**config.mk**
```make
export PLATFORM = sky130hd
export DESIGN_NAME = load_store_unit
export DESIGN_NICKNAME = d
export VERILOG_FILES = /design/src/rtl/load_store_unit.sv
export SDC_FILE = /design/constraint.sdc
export NUM_CORES = 1
export LEC_CHECK = 0
export CORE_ASPECT_RATIO = 1.4
export CORE_MARGIN = 3
export CORE_UTILIZATION = 48
export CTS_CLUSTER_DIAMETER = 100
export DETAILED_ROUTE_END_ITERATION = 16
export PLACE_DENSITY = 0.87
export REMOVE_ABC_BUFFERS = 1
export SYNTH_ARGS = -nofsm -noshare
export SYNTH_HDL_FRONTEND = slang
export SYNTH_SLANG_ARGS = --single-unit
```
**constraint.sdc**
```tcl
create_clock -name clk -period 3.5 [get_ports clk]
set_clock_uncertainty 0.1 [all_clocks]
set_input_delay 0.525 -clock clk [delete_from_list [all_inputs] [get_ports clk]]
set_output_delay 0.525 -clock clk [all_outputs]
set_load 0.005 [all_outputs]
```
**src/rtl/load_store_unit.sv**
```systemverilog
// Load/store unit: sized, extended, strobed accesses over a handshaked data bus with timeout.
// Optional LSU_MISALIGN_SPLIT_EN: misaligned accesses are issued (split in two beats when crossing a word).
module load_store_unit #(
    parameter int XLEN           = 32,
    parameter int ADDR_W         = 32,
    parameter int TIMEOUT_CYCLES = 255
) (
    input  logic              clk,
    input  logic              reset,
    input  logic              req_valid,
    output logic              req_ready,
    input  logic              req_write,
    input  logic [1:0]        req_size,
    input  logic              req_unsigned,
    input  logic [ADDR_W-1:0] req_addr,
    input  logic [XLEN-1:0]   req_wdata,
    input  logic [4:0]        req_rd,
    output logic              resp_valid,
    output logic [XLEN-1:0]   resp_rdata,
    output logic [4:0]        resp_rd,
    output logic              resp_err,
    output logic              resp_misaligned,
    output logic              mem_valid,
    input  logic              mem_ready,
    output logic              mem_write,
    output logic [ADDR_W-1:0] mem_addr,
    output logic [XLEN/8-1:0] mem_wstrb,
    output logic [XLEN-1:0]   mem_wdata,
    input  logic [XLEN-1:0]   mem_rdata,
    input  logic              mem_err
);
    localparam int NB    = XLEN / 8;
    localparam int OFF_W = $clog2(NB);

`ifdef LSU_MISALIGN_SPLIT_EN
    typedef enum logic [1:0] {IDLE, BUS, BUS2} state_t;
`else
    typedef enum logic [1:0] {IDLE, BUS} state_t;
`endif

    // Byte-lane mask over two consecutive words; the upper half is the second beat of a split access.
    function automatic logic [2*NB-1:0] lane_mask(input logic [1:0] size, input logic [OFF_W-1:0] off);
        logic [2*NB-1:0] m;
        m = '0;
        for (int i = 0; i < NB; i++)
            if (i < (1 << size)) m[i] = 1'b1;
        return m << off;
    endfunction

    function automatic logic [XLEN-1:0] replicate(input logic [XLEN-1:0] wd, input logic [1:0] size,
                                                  input logic [OFF_W-1:0] off);
        logic [XLEN-1:0] r;
        int sel;
        r = '0;
        for (int i = 0; i < NB; i++) begin
            sel = (i - int'(off)) & ((1 << size) - 1) & (NB - 1);
            r[i*8 +: 8] = wd[sel*8 +: 8];
        end
        return r;
    endfunction

    function automatic logic [XLEN-1:0] load_extend(input logic [2*XLEN-1:0] b, input logic [OFF_W-1:0] off,
                                                    input logic [1:0] size, input logic uns);
        logic [2*XLEN-1:0] sh;
        logic [XLEN-1:0]   r;
        int nbits;
        sh    = b >> {off, 3'b000};
        nbits = 8 << size;
        if (nbits > XLEN) nbits = XLEN;
        r = '0;
        for (int i = 0; i < XLEN; i++)
            r[i] = (i < nbits) ? sh[i] : (sh[nbits-1] & ~uns);
        return r;
    endfunction

    state_t            state, state_d;
    logic [OFF_W-1:0]  req_off, off_q;
    logic [1:0]        size_q;
    logic              uns_q;
    logic [4:0]        rd_q;
    logic [31:0]       cnt;
    logic              accept, size_ok, aligned, legal, tmo, last_beat;
    logic [NB-1:0]     strb_lo;
    logic [2*XLEN-1:0] rbuf;

    assign accept  = req_valid & req_ready;
    assign req_off = req_addr[OFF_W-1:0];
    assign size_ok = !(req_size == 2'd3 && XLEN == 32);
    assign aligned = ((int'(req_off) & ((1 << req_size) - 1)) == 0);
    assign strb_lo = NB'(lane_mask(req_size, req_off));
    assign tmo     = (TIMEOUT_CYCLES != 0) && (cnt == 32'(TIMEOUT_CYCLES - 1)) && !mem_ready;

`ifdef LSU_MISALIGN_SPLIT_EN
    logic [NB-1:0]   strb_hi, strb_hi_q;
    logic [XLEN-1:0] lo_q;
    logic            cross_q, err_q;
    assign strb_hi   = NB'(lane_mask(req_size, req_off) >> NB);
    assign legal     = size_ok;
    assign last_beat = !(state == BUS && cross_q);
    assign rbuf      = (state == BUS2) ? {mem_rdata, lo_q} : {{XLEN{1'b0}}, mem_rdata};
`else
    assign legal     = size_ok && aligned;
    assign last_beat = 1'b1;
    assign rbuf      = {{XLEN{1'b0}}, mem_rdata};
`endif

    always_ff @(posedge clk or negedge reset) begin
        if (!reset) state <= IDLE;
        else        state <= state_d;
    end

    always_comb begin
        state_d = state;
        case (state)
            IDLE: if (accept && legal) state_d = BUS;
`ifdef LSU_MISALIGN_SPLIT_EN
            BUS:  if (mem_ready) state_d = cross_q ? BUS2 : IDLE;
                  else if (tmo)  state_d = IDLE;
            BUS2: if (mem_ready || tmo) state_d = IDLE;
`else
            BUS:  if (mem_ready || tmo) state_d = IDLE;
`endif
            default: state_d = IDLE;
        endcase
    end

    always_comb begin
        req_ready = (state == IDLE);
        mem_valid = (state != IDLE);
    end

    always_ff @(posedge clk or negedge reset) begin
        if (!reset) begin
            resp_valid <= 1'b0; resp_rdata <= '0; resp_rd <= '0; resp_err <= 1'b0; resp_misaligned <= 1'b0;
            mem_write <= 1'b0; mem_addr <= '0; mem_wstrb <= '0; mem_wdata <= '0;
            off_q <= '0; size_q <= '0; uns_q <= 1'b0; rd_q <= '0; cnt <= '0;
`ifdef LSU_MISALIGN_SPLIT_EN
            strb_hi_q <= '0; lo_q <= '0; cross_q <= 1'b0; err_q <= 1'b0;
`endif
        end else begin
            resp_valid <= 1'b0;
            if (accept) begin
                off_q <= req_off; size_q <= req_size; uns_q <= req_unsigned; rd_q <= req_rd; cnt <= '0;
                if (!legal) begin
                    resp_valid <= 1'b1; resp_misaligned <= 1'b1; resp_err <= 1'b0;
                    resp_rdata <= '0; resp_rd <= req_rd;
                end else begin
                    mem_addr  <= {req_addr[ADDR_W-1:OFF_W], {OFF_W{1'b0}}};
                    mem_write <= req_write;
                    mem_wstrb <= strb_lo;
                    mem_wdata <= replicate(req_wdata, req_size, req_off);
`ifdef LSU_MISALIGN_SPLIT_EN
                    strb_hi_q <= strb_hi; cross_q <= |strb_hi; err_q <= 1'b0;
`endif
                end
            end else if (mem_valid) begin
                if (mem_ready && !last_beat) begin
`ifdef LSU_MISALIGN_SPLIT_EN
                    // First beat of a split: keep its data/error, move on to the next word.
                    lo_q <= mem_rdata; err_q <= mem_err; cnt <= '0;
                    mem_addr <= mem_addr + ADDR_W'(NB); mem_wstrb <= strb_hi_q;
`endif
                end else if (mem_ready) begin
                    resp_valid <= 1'b1; resp_rd <= rd_q; resp_misaligned <= 1'b0;
`ifdef LSU_MISALIGN_SPLIT_EN
                    resp_err   <= mem_err | err_q;
                    resp_rdata <= (mem_write || mem_err || err_q) ? '0 : load_extend(rbuf, off_q, size_q, uns_q);
`else
                    resp_err   <= mem_err;
                    resp_rdata <= (mem_write || mem_err) ? '0 : load_extend(rbuf, off_q, size_q, uns_q);
`endif
                end else if (tmo) begin
                    resp_valid <= 1'b1; resp_rd <= rd_q; resp_err <= 1'b1;
                    resp_misaligned <= 1'b0; resp_rdata <= '0;
                end else begin
                    cnt <= cnt + 32'd1;
                end
            end
        end
    end
endmodule

```
==> tab_implementation.tex <==
\begin{tabular}{lr}
\hline
Metric & Value \\
\hline
\multicolumn{2}{l}{\textbf{Timing}} \\
\quad TNS Setup & 0 ps \\
\quad Clock period minus final worst setup slack & 2940 ps \\
\quad Minimum setup slack in the final design & 555 ps \\
\quad Fmax & 340 MHz \\
\quad Final Slew Violations & 0 \\
\quad Normalized max-slew margin & 0.197 \\
\quad Setup repair after global routing missed its margin & false \\
\quad Slew at the pin closest to its max-slew limit & 1200 ps \\
\quad Final count of hold timing violations & 0 \\
\quad Final setup violating endpoints & 0 \\
\quad Portion of the clock cycle consumed by the worst path in the final layout & 0.841 \\
\multicolumn{2}{l}{\textbf{Worst setup path}} \\
\quad Max FO, Critical Path & 16 \\
\quad Endpoint type of the worst setup path & flip-flop \\
\quad Startpoint kind of the worst setup timing path & flip-flop \\
\quad Endpoint of the most critical setup path & resp\_rdata[31] \\
\quad Reg2reg path depth & 7 \\
\quad Worst-case register-to-register setup slack & 560 ps \\
\quad Worst endpoint data arrival time & 3200 ps \\
\quad Required @ worst endpoint & 3750 ps \\
\quad Worst setup path start & size\_q[0] \\
\quad RR Endpoint & resp\_rdata[31] \\
\quad Source of the worst register-to-register timing path & size\_q[0] \\
\quad Critical path start-end classification & reg2reg \\
\multicolumn{2}{l}{\textbf{Placement}} \\
\quad Buffers added on ports & 218 \\
\quad Routability cong. & 0.900 \\
\quad HPWL after DPL & 15000 um \\
\quad Post-place setup slack & 301 ps \\
\multicolumn{2}{l}{\textbf{Yosys}} \\
\quad Number of synthesized flops with an enable pin & 0 \\
\quad Yosys warns & 0 \\
\quad Synthesis-stage register bit count & 150 \\
\quad Post-synth cell types & 53 \\
\quad Fraction of synthesis flops using an asynchronous set or reset pin & 1.00 \\
\quad Cell count after synthesis & 773 \\
\quad Syn Std Cell Area & 7550 um2 \\
\quad Dominant register cell in the synthesized netlist & sky130\_fd\_sc\_hd\_\_dfrtp\_1 \\
\quad Post-synthesis area per instance & 9.76 um2 \\
\quad Sequential-to-total area share from yosys stat & 0.497 \\
\multicolumn{2}{l}{\textbf{Die}} \\
\quad Horizontal die dimension & 112 um \\
\quad Number of rows in the core area & 53 \\
\quad Die area & 17300 um2 \\
\quad Initial cell density of the core & 0.497 \\
\quad Boundary pin count & 221 \\
\quad Height of the chip & 154 um \\
\quad Core Box Area & 15200 um2 \\
\multicolumn{2}{l}{\textbf{Finish}} \\
\quad Final antenna diode count & 0 \\
\quad Number of fill cells in the layout & 1083 \\
\quad Share of layout cells above drive strength 1 & 0.0910 \\
\quad Area growth, synth to finish & 40.0\% \\
\quad Nets & 1104 \\
\multicolumn{2}{l}{\textbf{CTS}} \\
\quad Buffers from clock root to sink, at most & 2 \\
\quad Post-CTS setup buffer count & 0 \\
\quad CTS sink count & 150 \\
\quad Number of levels the H-tree was split into & 4 \\
\quad CTS tree & yes \\
\quad Source-to-sink clock delay at the later pin of the worst-skew pair & 420 ps \\
\quad Clock edge transition at the registers on the reported setup and hold paths & 70 ps \\
\quad Post-cts hold buffer count & 0 \\
\quad Number of gates resized after CTS & 0 \\
\quad CTS root buffer & sky130\_fd\_sc\_hd\_\_clkbuf\_16 \\
\quad Number of buffers created by CTS & 17 \\
\multicolumn{2}{l}{\textbf{Drt}} \\
\quad Initial drt markers & 342 \\
\quad Residual DRC & 0 \\
\quad DRT Pass-1 Iters & 5 \\
\quad Remaining antenna violation count after routing & 0 \\
\quad Post-Route WL & 21400 um \\
\quad Via count & 6716 \\
\quad Average wire length per cell after detail routing & 17.9 um \\
\quad Detailed-route vias per instance & 5.63 \\
\multicolumn{2}{l}{\textbf{GRT}} \\
\quad Maximum number of pins on one net before global-route repair & 88 \\
\quad Antenna violations before repair & 0 \\
\quad Sum of overflow across all layers after global routing & 0 \\
\quad Vias in the first global route & 6958 \\
\quad GRT Util Overall & 0.247 \\
\quad Global-route wire length before repair & 34700 um \\
\multicolumn{2}{l}{\textbf{Power and ir drop}} \\
\quad Power density cells & 535 nW/um2 \\
\quad Post-route total power & 0.00565 W \\
\quad Static power due to leakage & 4.83 nW \\
\quad Sequential group share of total power & 0.397 \\
\quad Switching share of power & 0.288 \\
\quad Combinational cell fraction of total power & 0.272 \\
\quad IR drop worst, VDD & 0.395 mV \\
\quad Cell Int Power & 0.00402 W \\
\quad Clock network fraction of design power & 0.331 \\
\quad Switching power & 0.00163 W \\
\multicolumn{2}{l}{\textbf{Outcome}} \\
\quad Result of the run & finished clean \\
\multicolumn{2}{l}{\textbf{Job}} \\
\quad Number of maximum-capacitance constraint violations & 0 \\
\multicolumn{2}{l}{\textbf{Worst hold path}} \\
\quad Hold Path Class & in2async \\
\hline
\end{tabular}
metal layers:
layer | track usage | vias up | routed length, um
li1 | - | 3144 | -
met1 | 0.285 | 3241 | 8250
met2 | 0.435 | 272 | 10800
met3 | 0.0665 | 59 | 1500
met4 | 0.100 | 0 | 839
met5 | 0 | - | 0
cell usage in the layout, fill, tap and decap left out, types with 5 or more instances in the layout:
cell	netlist	layout
sky130_fd_sc_hd__a21oi_1	30	30
sky130_fd_sc_hd__or4_1	7	7
sky130_fd_sc_hd__nor3_1	7	7
sky130_fd_sc_hd__mux4_2	16	16
sky130_fd_sc_hd__clkdlybuf4s50_1	0	217
sky130_fd_sc_hd__a221o_1	10	10
sky130_fd_sc_hd__o2111ai_1	5	5
sky130_fd_sc_hd__clkbuf_16	0	17
sky130_fd_sc_hd__nor2_1	46	45
sky130_fd_sc_hd__inv_1	25	25
sky130_fd_sc_hd__mux2_2	11	11
sky130_fd_sc_hd__mux2i_1	50	50
sky130_fd_sc_hd__buf_4	2	17
sky130_fd_sc_hd__nor4_1	10	10
sky130_fd_sc_hd__xnor2_1	8	8
sky130_fd_sc_hd__nand2_1	218	218
sky130_fd_sc_hd__or3_1	5	5
sky130_fd_sc_hd__nand3_1	14	14
sky130_fd_sc_hd__dfrtp_1	150	150
sky130_fd_sc_hd__a32o_1	7	7
sky130_fd_sc_hd__o21ai_0	21	21
sky130_fd_sc_hd__a211o_1	14	14
sky130_fd_sc_hd__o22ai_1	6	6
sky130_fd_sc_hd__o31ai_1	8	8
sky130_fd_sc_hd__ha_1	7	7
cell families (layout without fill, tap and decap cells):
family | after synthesis | after routing | share of synthesized area
AOI/OAI and AO/OA | 122 | 122 | 0.114
muxes | 77 | 77 | 0.130
DFF | 150 | 150 | 0.497
and+or+nand+nor | 337 | 337 | 0.195
adders and majority gates | 7 | 7 | 0.0116
other | 1 | 2 | 0.000497
xor gates and xnor gates | 11 | 11 | 0.0128
buffers and inverters | 68 | 294 | 0.0386
area by class of cell:
cell class	instances	area, um2	share of cell area
timing repair buffer	237	2350	0.223
multi-input combinational	556	3520	0.333
clock inverter	14	165	0.0156
inverter	25	93.8	0.00888
tap	192	240	0.0227
clock buffer	18	439	0.0416
sequential	150	3750	0.355
cells in the mapped netlist (8+ instances only):
| cell type | n | area share |
|---|---|---|
| sky130_fd_sc_hd__nand2_1 | 218 | 0.11 |
| sky130_fd_sc_hd__mux2i_1 | 50 | 0.066 |
| sky130_fd_sc_hd__inv_1 | 25 | 0.012 |
| sky130_fd_sc_hd__a211o_1 | 14 | 0.016 |
| sky130_fd_sc_hd__o31ai_1 | 8 | 0.0080 |
| sky130_fd_sc_hd__nor2_1 | 46 | 0.023 |
| sky130_fd_sc_hd__clkbuf_1 | 30 | 0.015 |
| sky130_fd_sc_hd__nand3_1 | 14 | 0.0093 |
| sky130_fd_sc_hd__nor4_1 | 10 | 0.0083 |
| sky130_fd_sc_hd__dfrtp_1 | 150 | 0.50 |
| sky130_fd_sc_hd__xnor2_1 | 8 | 0.0093 |
| sky130_fd_sc_hd__a21oi_1 | 30 | 0.020 |
| sky130_fd_sc_hd__mux4_2 | 16 | 0.048 |
| sky130_fd_sc_hd__a221o_1 | 10 | 0.013 |
| sky130_fd_sc_hd__mux2_2 | 11 | 0.016 |
| sky130_fd_sc_hd__o21ai_0 | 21 | 0.014 |
state kept, by name, summed over array words and instances, names as in the netlist:
register         count
cnt                 32
mem_addr            30
mem_wdata           32
mem_write            1
mem_wstrb            4
off_q                2
rd_q                 5
resp_err             1
resp_misaligned      1
resp_rd              5
resp_rdata          32
resp_valid           1
size_q               2
state                1
uns_q                1
worst max-delay path: stages, from the launching register on:
cell and delay [ps]:
sky130_fd_sc_hd__dfrtp_1 410, sky130_fd_sc_hd__or2_2 370, sky130_fd_sc_hd__ha_1 220, sky130_fd_sc_hd__ha_1 260
sky130_fd_sc_hd__nor2b_1 120, sky130_fd_sc_hd__o2111ai_1 150, sky130_fd_sc_hd__a211oi_2 1010, sky130_fd_sc_hd__a221o_1 230
power by group through the flow:
| stage | Sequential, W | Clock, W | Combinational [W] |
|---|---|---|---|
| floorplan | 0.00228 | 0 | 0.000535 |
| global placement | 0.00225 | 0 | 0.00151 |
| detailed placement | 0.00227 | 0 | 0.00154 |
| CTS | 0.00224 | 0.00190 | 0.00155 |
| global route | 0.00228 | 0.00198 | 0.00168 |
| finish | 0.00224 | 0.00187 | 0.00154 |
stage by stage:
step / hold slack, ps / utilization / cell area (um2) / std cells
floorplan: 129 / - / 7350 / 731
global route: 108 / 0.696 / 10600 / 1192
global placement: 349 / 0.656 / 9960 / 1160
CTS: 87.5 / 0.696 / 10600 / 1192
finish: 46.6 / 0.696 / 10600 / 1192
detailed placement: 355 / 0.656 / 9960 / 1160
how the worst min path moves through the flow:
| stage | from | to | slack, ps | depth (start not counted) |
|---|---|---|---|---|
| 2_1_floorplan | reset | cnt[0] | 130 | 0 |
| 3_3_place_gp | mem_wdata[5] | mem_wdata[5] | 350 | 2 |
| 3_5_place_dp | mem_wdata[20] | mem_wdata[20] | 350 | 2 |
| 4_1_cts | reset | resp_rdata[20] | 90 | 1 |
| 5_1_grt | reset | resp_rdata[20] | 110 | 1 |
| 6_report | reset | resp_rdata[20] | 50 | 1 |
No activity file was read; power rests on OpenSTA's default activity.
